$ cat src/rtl/t5_wbarb.sv
// Data-first arbiter merging the core's instruction and data ports onto one memory bus; grant one cycle after stb, ack passes through combinationally.
// A master waits on its ack, with no other backpressure; a dropped stb aborts the cycle; a watchdog forces an ack with zero data after TOUT cycles.
module t5_wbarb #(
  parameter int DMAX = 4,
  parameter int TOUT = 255
) (
  input  logic        sys_clk,
  input  logic        sys_rst,
  input  logic [29:0] iwb_adr,
  input  logic        iwb_stb,
  input  logic        iwb_wre,
  input  logic [3:0]  iwb_sel,
  output logic [31:0] iwb_dat,
  output logic        iwb_ack,
  input  logic [29:0] dwb_adr,
  input  logic [31:0] dwb_dto,
  input  logic [3:0]  dwb_sel,
  input  logic        dwb_wre,
  input  logic        dwb_stb,
  output logic [31:0] dwb_dti,
  output logic        dwb_ack,
  output logic [29:0] mwb_adr,
  output logic [31:0] mwb_dto,
  output logic [3:0]  mwb_sel,
  output logic        mwb_wre,
  output logic        mwb_stb,
  input  logic [31:0] mwb_dti,
  input  logic        mwb_ack,
  output logic        mwb_bto
);

  typedef enum logic [1:0] {IDLE, GNTI, GNTD} state_t;

  localparam logic [3:0]  DMAX_C  = 4'(DMAX);
  localparam logic [15:0] TOUT_M1 = 16'(TOUT - 1);

  state_t      state, state_nxt;
  logic [3:0]  dcnt, dcnt_nxt;
  logic [15:0] wdog, wdog_nxt;
  logic        bto_nxt;
  logic        gnt_stb;
  logic        done;

  always_ff @(posedge sys_clk or posedge sys_rst) begin
    if (sys_rst) begin
      state   <= IDLE;
      dcnt    <= 4'd0;
      wdog    <= 16'd0;
      mwb_bto <= 1'b0;
    end else begin
      state   <= state_nxt;
      dcnt    <= dcnt_nxt;
      wdog    <= wdog_nxt;
      mwb_bto <= bto_nxt;
    end
  end

  always_comb begin
    state_nxt = state;
    dcnt_nxt  = dcnt;
    wdog_nxt  = 16'd0;
    bto_nxt   = mwb_bto;
    gnt_stb   = 1'b0;
    done      = 1'b0;
    mwb_adr   = 30'd0;
    mwb_dto   = 32'd0;
    mwb_sel   = 4'd0;
    mwb_wre   = 1'b0;
    mwb_stb   = 1'b0;
    iwb_ack   = 1'b0;
    dwb_ack   = 1'b0;
    iwb_dat   = mwb_dti;
    dwb_dti   = mwb_dti;

    case (state)
      GNTI: begin
        mwb_adr = iwb_adr;
        mwb_sel = iwb_sel;
        mwb_wre = iwb_wre;
        gnt_stb = iwb_stb;
      end
      GNTD: begin
        mwb_adr = dwb_adr;
        mwb_sel = dwb_sel;
        mwb_wre = dwb_wre;
        mwb_dto = dwb_dto;
        gnt_stb = dwb_stb;
      end
      default: begin
        // Data wins unless instruction fetch has waited out DMAX data grants.
        if (dwb_stb && (!iwb_stb || dcnt < DMAX_C))
          state_nxt = GNTD;
        else if (iwb_stb)
          state_nxt = GNTI;
      end
    endcase

    if (state != IDLE) begin
      mwb_stb = gnt_stb;
      if (mwb_ack) begin
        done = 1'b1;
      end else if (!gnt_stb) begin
        state_nxt = IDLE;
      end else if (wdog == TOUT_M1) begin
        // Forced termination: the master sees an ack carrying zero data.
        done    = 1'b1;
        iwb_dat = 32'd0;
        dwb_dti = 32'd0;
        bto_nxt = 1'b1;
      end else begin
        wdog_nxt = wdog + 16'd1;
      end
    end

    if (done) begin
      state_nxt = IDLE;
      if (state == GNTI) begin
        iwb_ack  = 1'b1;
        dcnt_nxt = 4'd0;
      end else begin
        dwb_ack  = 1'b1;
        if (!iwb_stb)
          dcnt_nxt = 4'd0;
        else if (dcnt < DMAX_C)
          dcnt_nxt = dcnt + 4'd1;
        else
          dcnt_nxt = DMAX_C;
      end
    end
  end

endmodule

$ cat config.mk
export PLATFORM = sky130hd
export DESIGN_NAME = t5_wbarb
export DESIGN_NICKNAME = d
export VERILOG_FILES = /design/src/rtl/t5_wbarb.sv
export SDC_FILE = /design/constraint.sdc
export NUM_CORES = 1
export LEC_CHECK = 0
export CAP_MARGIN = 0
export CELL_PAD_IN_SITES_DETAIL_PLACEMENT = 1
export CELL_PAD_IN_SITES_GLOBAL_PLACEMENT = 1
export CORE_AREA = 8 8 128 118
export DETAILED_ROUTE_END_ITERATION = 16
export DIE_AREA = 0 0 136 126
export PLACE_DENSITY_LB_ADDON = 0.1
export SLEW_MARGIN = 20
export SYNTH_ARGS = -nofsm -noshare
export SYNTH_HDL_FRONTEND = slang
export SYNTH_SLANG_ARGS = --single-unit
$ cat constraint.sdc
create_clock -name sys_clk -period 8.7 [get_ports sys_clk]
set_clock_uncertainty 0.05 [all_clocks]
set_input_delay 1.74 -clock sys_clk [delete_from_list [all_inputs] [get_ports sys_clk]]
set_output_delay 1.74 -clock sys_clk [all_outputs]
set_load 0.02 [all_outputs]
==> run_results.csv <==
group,metric,value,unit
run_status,status,"finished, final reports clean",
worst_setup_path,cp_data_required_time,6.91,ns
sta,fin_crit_sh,65.9,%
worst_setup_path,cp-start-kind,"input port",
sta,rsz0062_at_grt,"false",
worst_hold_path,whs_path_depth,1,
synthesis,synth_edf_count,0,
global_routing,grt_use_total,15.5,%
clock_network,post_cts_buffers,0,
worst_setup_path,r2r_start,"wdog[12]",
synthesis,synth_cells,308,
clock_network,tritoncts,"done",
route,remaining_drc_errors,0,
synthesis,synth_common_cells,"56 x nor2_1, 45 x and2_1, 35 x a22oi_1",
floorplan,die_y,126,µm
global_routing,grt_pass1_wl,20.5,mm
sta,setup_tns,0,ns
synthesis,ys_seq_area_share,24.0,%
floorplan,ios,274,
cells_and_area,n_antenna_cell,0,
synthesis,postSynthAreaPerCell,7.77,µm²
power_and_ir_drop,fin_total_pwr,0.916,mW
clock_network,cts.sinks,23,
floorplan,die-area,17100,µm²
sta,slew_violations,0,
clock_network,cts_root_buf,"clkbuf_16",
synthesis,synth_area,2390,µm²
synthesis,synthDistinctLibCells,38,
cells_and_area,nNetsFinal,681,
global_routing,grt_max_degree,69,
worst_setup_path,crit_arrival,3.95,ns
floorplan,coreArea,13000,µm²
synthesis,async_reset_ff_share,100,%
clock_network,htreeDepth,1,
clock_network,cts.reportedPaths.clkPinSlew,0.06,ns
worst_setup_path,r2r_slack,6.08,ns
power_and_ir_drop,leakage,1.91,nW
global_routing,grt_overflow,0,
route,drtIter0Drc,110,
route,drtPass1Iterations,4,
worst_setup_path,timing.rr.end,"dcnt[1]",
cells_and_area,areaGrowthSynthToFinish,113,%
clock_network,cts_buffer_depth,2,
synthesis,synth-main-ff-cell,"dfrtp_1",
synthesis,yosysTopAreaCell,"dfrtp_1",
worst_setup_path,cp_slowest_cell,"clkdlybuf4s50_1",
worst_hold_path,hold_path_end,"mwb_bto",
route,via_per_inst,4.34,
global_routing,antenna_found_initial,1,
worst_setup_path,worst_setup_path_end_kind,"primary output",
placement,portBuffers,273,
worst_hold_path,hp-class,"reg2reg",
cells_and_area,fill_cells,1528,
clock_network,insertion_delay,0.26,ns
worst_setup_path,worstPathMaxFanout,33,
worst_setup_path,cp_common_cell,"clkdlybuf4s50_1",
synthesis,synth_nets,453,
synthesis,yosysTopAreaCellShare,24.0,%
floorplan,rows,40,
sta,setup_violations,0,
worst_hold_path,hold_start,"mwb_bto",
sta,slew_headroom,37.9,%
sta,worstMarginPinSlew,0.931,ns
route,postRouteAntennaNets,0,
route,wire_per_inst,20.6,µm
sta,fmax,174,MHz
worst_setup_path,reg2reg_depth,4,
route,num_vias,3050,
synthesis,synth_seq_cells,23,
synthesis,synthTopCellsByArea,"dfrtp_1 24%, and2_1 12%, a22oi_1 11%",
sta,final-hold-violation-count,0,
worst_setup_path,path_cells,"clkdlybuf4s50_1 -> a22o_1 -> nand3b_1 -> or3_4 -> and2_1 -> clkdlybuf4s50_1",
worst_setup_path,path_class,"in2out",
placement,dp_hpwl,12.4,mm
power_and_ir_drop,vdd_ir_drop_max,0.0000839,V
sta,fin_crit,5.74,ns
cells_and_area,layout-drive-gt1-share,5.61,%
power_and_ir_drop,pwr_density_cell,179,nW/µm²
clock_network,ctsResizeCount,0,
worst_setup_path,crit_path_max_incr_delay,0.56,ns
synthesis,yosysMostFrequentCell,"nor2_1",
clock_network,cts_hold_buf,0,
run,maxCapViolations,0,
synthesis,yosys_warnings,0,
clock_network,cts_buffers,3,
global_routing,grt_pass1_vias,3205,
route,drt_wl_total,14.5,mm
floorplan,die_w,136,µm
floorplan,start_util,18.4,%
placement,routabilityCongestion,0.805,
-- critical path: cells and delay by family --
family                 cells  cell delay [ns]
and+or+nand+nor            3             0.96
buffers and inverters      2             1.06
AOI/OAI and AO/OA          1             0.17
-- state kept, by name, indices dropped and copies added (netlist names) --
signal   cells
dcnt         4
state        2
mwb_bto      1
wdog        16
-- cells by family after synthesis --
family	share of synthesized area, %
compound gates	13.6
buf+inv	15.9
mux	0.941
flops	24.0
fa+ha+maj	3.14
xor+xnor	5.12
simple gates	37.2
-- power by group --
group          internal, mW  switching (mW)
Sequential            0.115         0.00664
Combinational         0.315           0.377
Clock                0.0624          0.0401
-- cell usage in the layout (no fill, tap or decap), drive strengths merged, types with 4 or more instances in the layout --
master           n
inv             12
clkdlybuf4s50  273
and2            65
nand4            5
ha               6
xor2             4
nor2            56
nor4             4
a22oi           35
xnor2           10
nor3             5
nand3            5
dfrtp           23
-- final cells by class --
| type | instances | area (µm²) | share of cell area (%) |
|---|---|---|---|
| Multi-Input combinational cell | 222 | 1450 | 28.4 |
| Sequential cell | 23 | 576 | 11.3 |
| Tap cell | 168 | 210 | 4.12 |
| Timing Repair Buffer | 274 | 2740 | 53.7 |
| Clock inverter | 1 | 7.51 | 0.147 |
| Clock buffer | 3 | 75.1 | 1.47 |
| Inverter | 12 | 45.0 | 0.883 |
-- worst max path at each step --
| stage | start | endpoint | slack [ns] | cells past startpoint |
|---|---|---|---|---|
| 2_1_floorplan | iwb_stb | iwb_dat[10] | 3.97 | 6 |
| 3_5_place_dp | iwb_stb | iwb_dat[9] | 2.95 | 6 |
| 6_report | iwb_stb | iwb_dat[9] | 2.96 | 6 |
| 5_1_grt | iwb_stb | iwb_dat[9] | 2.86 | 6 |
| 3_3_place_gp | iwb_stb | iwb_dat[17] | 2.98 | 6 |
| 4_1_cts | iwb_stb | iwb_dat[9] | 2.96 | 6 |
-- metal layers --
layer  global-route usage (%)  wire length, µm  share of wire [%]
met1                     15.7             5200                 36
met2                     30.6             7750                 54
met3                     4.65             1340                9.3
met4                     2.19              159                1.1
met5                        0               10              0.069
-- through the flow --
step	setup WS (ns)	instances	hold slack (ns)	utilization, %	cell area [µm²]
6_report	2.96	703	0.437	39.2	5100
5_1_grt	2.86	703	0.468	39.2	5100
4_1_cts	2.96	703	0.450	39.1	5090
3_5_place_dp	2.95	699	0.430	38.5	5010
3_3_place_gp	2.98	699	0.401	38.5	5010
2_1_floorplan	3.97	308	0.435	-	2390
Note: power is estimated with default switching activity, not from simulation.
